<file path="config.mk">
export PLATFORM = sky130hd
export DESIGN_NAME = pipe_skid_stage
export DESIGN_NICKNAME = d
export VERILOG_FILES = /design/src/rtl/mips_pipe_pkg.sv /design/src/rtl/pipe_slot.sv /design/src/rtl/pipe_skid_stage.sv
export SDC_FILE = /design/constraint.sdc
export NUM_CORES = 1
export LEC_CHECK = 0
export CAP_MARGIN = 10
export CORE_MARGIN = 5
export CORE_UTILIZATION = 39
export DETAILED_ROUTE_END_ITERATION = 6
export PLACE_DENSITY = 0.67
export RECOVER_POWER = 100
export SKIP_LAST_GASP = 1
export SLEW_MARGIN = 20
export SYNTH_ARGS = -nofsm -noshare
export SYNTH_HDL_FRONTEND = slang
export SYNTH_SLANG_ARGS = --single-unit
</file>
<file path="constraint.sdc">
create_clock -name p_clk -period 2 [get_ports p_clk]
set_clock_uncertainty 0.15 [all_clocks]
set_input_delay 0.2 -clock p_clk [delete_from_list [all_inputs] [get_ports p_clk]]
set_output_delay 0.2 -clock p_clk [all_outputs]
set_load 0.005 [all_outputs]
</file>
<file path="src/rtl/mips_pipe_pkg.sv">
// Shared pipeline types: stage occupancy states and the default bubble payload.
package mips_pipe_pkg;

    typedef enum logic [1:0] {
        ST_EMPTY = 2'd0,
        ST_HALF  = 2'd1,
        ST_FULL  = 2'd2
    } stage_state_e;

    // All-zero word shown on an empty stage; decodes as a MIPS NOP (sll $0,$0,0).
    localparam logic [63:0] NOP_INSN = 64'h0;

    localparam int FLUSH_CNT_W = 16;

    function automatic logic [1:0] state_count(stage_state_e s);
        return s;
    endfunction

endpackage

</file>
<file path="src/rtl/pipe_slot.sv">
// One pipeline entry register: load enable, synchronous clear, clear wins over load.
module pipe_slot #(
    parameter int W = 128
) (
    input  logic         clk,
    input  logic         srst,
    input  logic         load,
    input  logic         clear,
    input  logic [W-1:0] d,
    output logic [W-1:0] q
);
    logic [W-1:0] q_reg;

    always_ff @(posedge clk) begin
        if (srst || clear) begin
            q_reg <= '0;
        end else if (load) begin
            q_reg <= d;
        end
    end

    assign q = q_reg;
endmodule

</file>
<file path="src/rtl/pipe_skid_stage.sv">
// Two-entry skid stage: head slot drives the outputs, skid slot absorbs one extra
// entry so upstream ready depends only on registered state.
module pipe_skid_stage
    import mips_pipe_pkg::*;
#(
    parameter int                DATA_W  = 64,
    parameter int                PC_W    = 64,
    parameter logic [DATA_W-1:0] BUBBLE  = DATA_W'(NOP_INSN),
    parameter int                FLUSH_W = FLUSH_CNT_W
) (
    input  logic              p_clk,
    input  logic              p_reset,
    input  logic              p_in_valid,
    output logic              p_in_ready,
    input  logic [DATA_W-1:0] p_in_data,
    input  logic [PC_W-1:0]   p_in_pc,
    output logic              p_out_valid,
    input  logic              p_out_ready,
    output logic [DATA_W-1:0] p_out_data,
    output logic [PC_W-1:0]   p_out_pc,
    input  logic              p_stall,
    input  logic              p_flush,
    output logic [1:0]        p_occupancy,
    output logic [15:0]       p_flush_count
);
    localparam int                 SLOT_W    = DATA_W + PC_W;
    localparam logic [FLUSH_W-1:0] FLUSH_MAX = '1;

    stage_state_e       state_reg;
    logic               in_ready_reg;
    logic               out_valid_reg;
    logic [FLUSH_W-1:0] flush_cnt_reg;

    logic               push;
    logic               pop;
    logic               push_ok;
    logic               pop_ok;
    logic [FLUSH_W:0]   flush_sum;

    logic [SLOT_W-1:0]  slot_d    [2];
    logic               slot_load [2];
    logic [SLOT_W-1:0]  slot_q    [2];

    assign push    = p_in_valid & in_ready_reg;
    assign pop     = out_valid_reg & p_out_ready & ~p_stall;
    assign push_ok = push & ~p_flush;
    assign pop_ok  = pop & ~p_flush;

    // Slot 0 is the head, slot 1 the skid. FULL never pushes (ready is low).
    always_comb begin
        slot_d[0]    = {p_in_pc, p_in_data};
        slot_d[1]    = {p_in_pc, p_in_data};
        slot_load[0] = 1'b0;
        slot_load[1] = 1'b0;
        case (state_reg)
            ST_EMPTY: slot_load[0] = push_ok;
            ST_HALF: begin
                slot_load[0] = push_ok & pop_ok;
                slot_load[1] = push_ok & ~pop_ok;
            end
            ST_FULL: begin
                slot_d[0]    = slot_q[1];
                slot_load[0] = pop_ok;
            end
            default: ;
        endcase
    end

    genvar gi;
    generate
        for (gi = 0; gi < 2; gi++) begin : g_slot
            pipe_slot #(.W(SLOT_W)) u_slot (
                .clk   (p_clk),
                .srst  (p_reset),
                .load  (slot_load[gi]),
                .clear (p_flush),
                .d     (slot_d[gi]),
                .q     (slot_q[gi])
            );
        end
    endgenerate

    assign flush_sum = {1'b0, flush_cnt_reg} + (FLUSH_W + 1)'(state_count(state_reg));

    always_ff @(posedge p_clk) begin
        if (p_reset) begin
            state_reg     <= ST_EMPTY;
            in_ready_reg  <= 1'b1;
            out_valid_reg <= 1'b0;
            flush_cnt_reg <= '0;
        end else if (p_flush) begin
            state_reg     <= ST_EMPTY;
            in_ready_reg  <= 1'b1;
            out_valid_reg <= 1'b0;
            flush_cnt_reg <= flush_sum[FLUSH_W] ? FLUSH_MAX : flush_sum[FLUSH_W-1:0];
        end else begin
            case (state_reg)
                ST_EMPTY: begin
                    if (push) begin
                        state_reg     <= ST_HALF;
                        out_valid_reg <= 1'b1;
                    end
                end
                ST_HALF: begin
                    if (push && !pop) begin
                        state_reg    <= ST_FULL;
                        in_ready_reg <= 1'b0;
                    end else if (pop && !push) begin
                        state_reg     <= ST_EMPTY;
                        out_valid_reg <= 1'b0;
                    end
                end
                ST_FULL: begin
                    if (pop) begin
                        state_reg    <= ST_HALF;
                        in_ready_reg <= 1'b1;
                    end
                end
                default: begin
                    state_reg     <= ST_EMPTY;
                    in_ready_reg  <= 1'b1;
                    out_valid_reg <= 1'b0;
                end
            endcase
        end
    end

    assign p_in_ready    = in_ready_reg;
    assign p_out_valid   = out_valid_reg;
    assign p_occupancy   = state_count(state_reg);
    assign p_out_data    = (state_reg == ST_EMPTY) ? BUBBLE : slot_q[0][DATA_W-1:0];
    assign p_out_pc      = (state_reg == ST_EMPTY) ? '0 : slot_q[0][SLOT_W-1:DATA_W];
    assign p_flush_count = 16'(flush_cnt_reg);
endmodule

</file>
==> flow_summary.toml <==
[status]
outcome = "finished with violations"
violations = "setup timing"

[global_route]
first_global_vias = 10800
grt_antenna_before_repair = 7
grt_max_degree = 117
grt_pass1_wl_mm = 59.1
grt_overflow = 0
track_usage_pct = 20.0

[synth]
synth_edf_count = 0
synth_top_area_cell = "dfxtp_1"
synth-main-ff-cell = "dfxtp_1"
synth-seq-area-share_pct = 44.6
syn_nets = 1552
synth_area_per_cell_um2 = 8.76
ys_ff_latch = 276
netlist_instances = 1413
synth.yosys.warnings = 0
synthDistinctLibCells = 47
synth_top_cell_area_share_pct = 44.6
synth_area_leaders = "dfxtp_1 45%, mux2i_1 10%, nand2_1 8.1%"
async_flop_share_pct = 0
synth_area_um2 = 12400

[cts]
clk_pin_slew_ps = 60
clock_latency_ps = 550
clockRootBuffer = "clkbuf_16"
clock_path_buffers = 3
htree_levels = 1
cts_inserted_buffers = 31
cts_tree = "done"
cts_sinks = 276
hold_buffers = 0

[floorplanning]
design.die.area_um2 = 35400
rows = 65
start_util_pct = 39.3
die-height_um = 188
ios = 282
coreArea_um2 = 31500
dieWidth_um = 188

[sta]
max-slew-margin-rel_pct = 56.9
hold_viol = 0
slew_viol_final = 0
period_share_pct = 108
setup_slack_ps = -158
min_period_ps = 2160
clock.fmax_ghz = 0.463
finalSetupViolCount = 295
worst_pin_slew_ps = 647
grt_setup_unrepaired = "yes"

[drt]
wl_mm = 43.0
firstDrtPassIters = 6
ant_nets = 0
dr_total_vias = 11600
avgRoutedWirePerCell_um = 19.8
drc = 0
drt_iter0_drc = 743
vias_per_cell = 5.32

[worst_setup_path]
crit_type = "reg2out"
path_cells = "buf_6 > nor2_4 > buf_12 > buf_6 > nor2b_2 > dlygate4sd2_1"
r2r_setup_slack_ps = -100
crit_fanout = 8
regToRegEndpoint = "p_flush_count[10]"
path_common_cell = "buf_6"
cp.required_ps = 1650
end_kind = "primary output"
crit_slowest_cell = "dfxtp_2"
rr_startpoint = "p_occupancy[0]"
cp-start-kind = "register"
slowest_delay_ps = 330
cp_data_arrival_time_ps = 1810
cp_top_family = "buffers and inverters"
r2r_cells = 9
path_buf_inv = 4

[finish]
area_growth_pct = 49.5
finalNetCount = 1876
drive_above_1_share_pct = 27.2
largest_reg_flops = 256

[place]
port_buffers = 281
post-place-ws_ps = -204
globalplace.congestion = 0.809
dp_hpwl_mm = 24.6

[worst_hold_path]
min_from = "p_in_pc[49]"
min_to = "g_slot[1].u_slot.q[113]"
min_path_type = "in2reg"
hold_depth = 3

[pwr]
peakVddDrop_v = 0.000524
p_leak_nw = 7.56
power.total_mw = 12.9
power_density_nw_per_um2 = 699

[job]
maxCapViolations = 0
-- how the worst max path moves through the flow --
stage	slack (ps)	from	end	cells after the start
CTS	-250	p_occupancy[0]	p_out_data[6]	7
floorplan	20	p_occupancy[0]	p_flush_count[12]	7
detailed placement	-200	p_stall	g_slot[0].u_slot.q[54]	7
finish	-160	p_occupancy[0]	p_out_pc[0]	6
global route	-230	p_occupancy[0]	p_out_data[35]	7
global placement	-180	p_stall	g_slot[0].u_slot.q[47]	7
-- cells in the mapped netlist, types with 3 or more instances --
cell / instances
a211oi_1: 99
a211oi_2: 31
a21oi_1: 144
buf_2: 77
buf_4: 3
buf_6: 13
clkbuf_1: 39
dfxtp_1: 276
ha_1: 4
inv_1: 5
mux2i_1: 128
nand2_1: 266
nand3_1: 4
nor2_1: 12
nor2b_1: 131
nor3_1: 134
nor4_1: 3
o21ai_0: 3
xnor2_1: 5
-- cell families after synthesis --
logic type               share of synthesized area, %
multiplexers                                     10.4
AND/OR/NAND/NOR                                  22.3
flip-flops                                       44.6
adder cells (fa/ha/maj)                         0.566
AO/OA/AOI/OAI                                    15.7
XOR/XNOR                                        0.495
buffers and inverters                            5.88
-- power breakdown --
part / switching (mW) / internal, mW
sequential: 0.0739 / 5.64
combinational: 0.808 / 0.876
clock: 2.29 / 3.25
total: 3.17 / 9.76
-- cell type report --
cell class	count	area [um2]
timing repair buffer	423	4570
tap	402	503
clock inverter	10	88.8
clock buffer	48	910
multi-input combinational	999	6860
inverter	6	22.5
antenna	8	20.0
sequential	276	5530
fill	2662	13000
-- layout by cell type (no fill, tap or decap), types with 11 or more instances in the layout --
cell and count:
dfxtp_1 273, nand2_1 226, clkdlybuf4s50_1 147, nor3_1 133, mux2i_1 128, a21oi_1 104, a211oi_1 95, nor2b_1 75
clkbuf_2 69, clkbuf_16 54, a21oi_2 40, buf_12 40, a211oi_2 35, buf_4 34, buf_6 31, nor2b_4 29
nor2b_2 27, buf_2 26, dlygate4sd2_1 23, nand2_2 22, nand2_4 18, clkbuf_1 16, nor2_1 11
-- layer usage --
layer | vias up | part of all wire, % | global-route usage (%)
li1 | 5583 | - | -
met1 | 5532 | 42 | 26.1
met2 | 358 | 49 | 32.8
met3 | 76 | 5.5 | 3.82
met4 | 2 | 3.2 | 7.65
met5 | - | 0.026 | 0
-- what timing repair did --
| action | 4_1_cts | 5_1_grt |
|---|---|---|
| pin swaps | 3 | 49 |
| endpoints found under the setup margin | 139 | 345 |
| resized for setup | 243 | 395 |
| buffers inserted | 15 | 21 |
| gates cloned | 4 | 35 |
-- worst register-to-register path, stage by stage, from the launching register on --
cell and delay [ps]:
dfxtp_2 350, buf_4 130, ha_2 170, inv_1 50, fa_2 390, nor4b_4 240, buf_6 170, buf_6 120
and4b_1 180, nor3_1 40
-- per-stage QoR --
step | cells | area, um2 | hold WS (ps) | TNS (ps) | utilization (%)
after floorplan | 1413 | 12400 | 186 | 0 | -
after global placement | 2035 | 15900 | 290 | -30770 | 50.7
after detailed placement | 2035 | 15900 | 296 | -37110 | 50.7
after CTS | 2111 | 17200 | 48.9 | -26110 | 54.7
after global routing | 2170 | 18500 | 60.2 | -42860 | 58.8
final | 2172 | 18500 | 74.8 | -18890 | 58.8
Power figures use the tool's default switching activity.
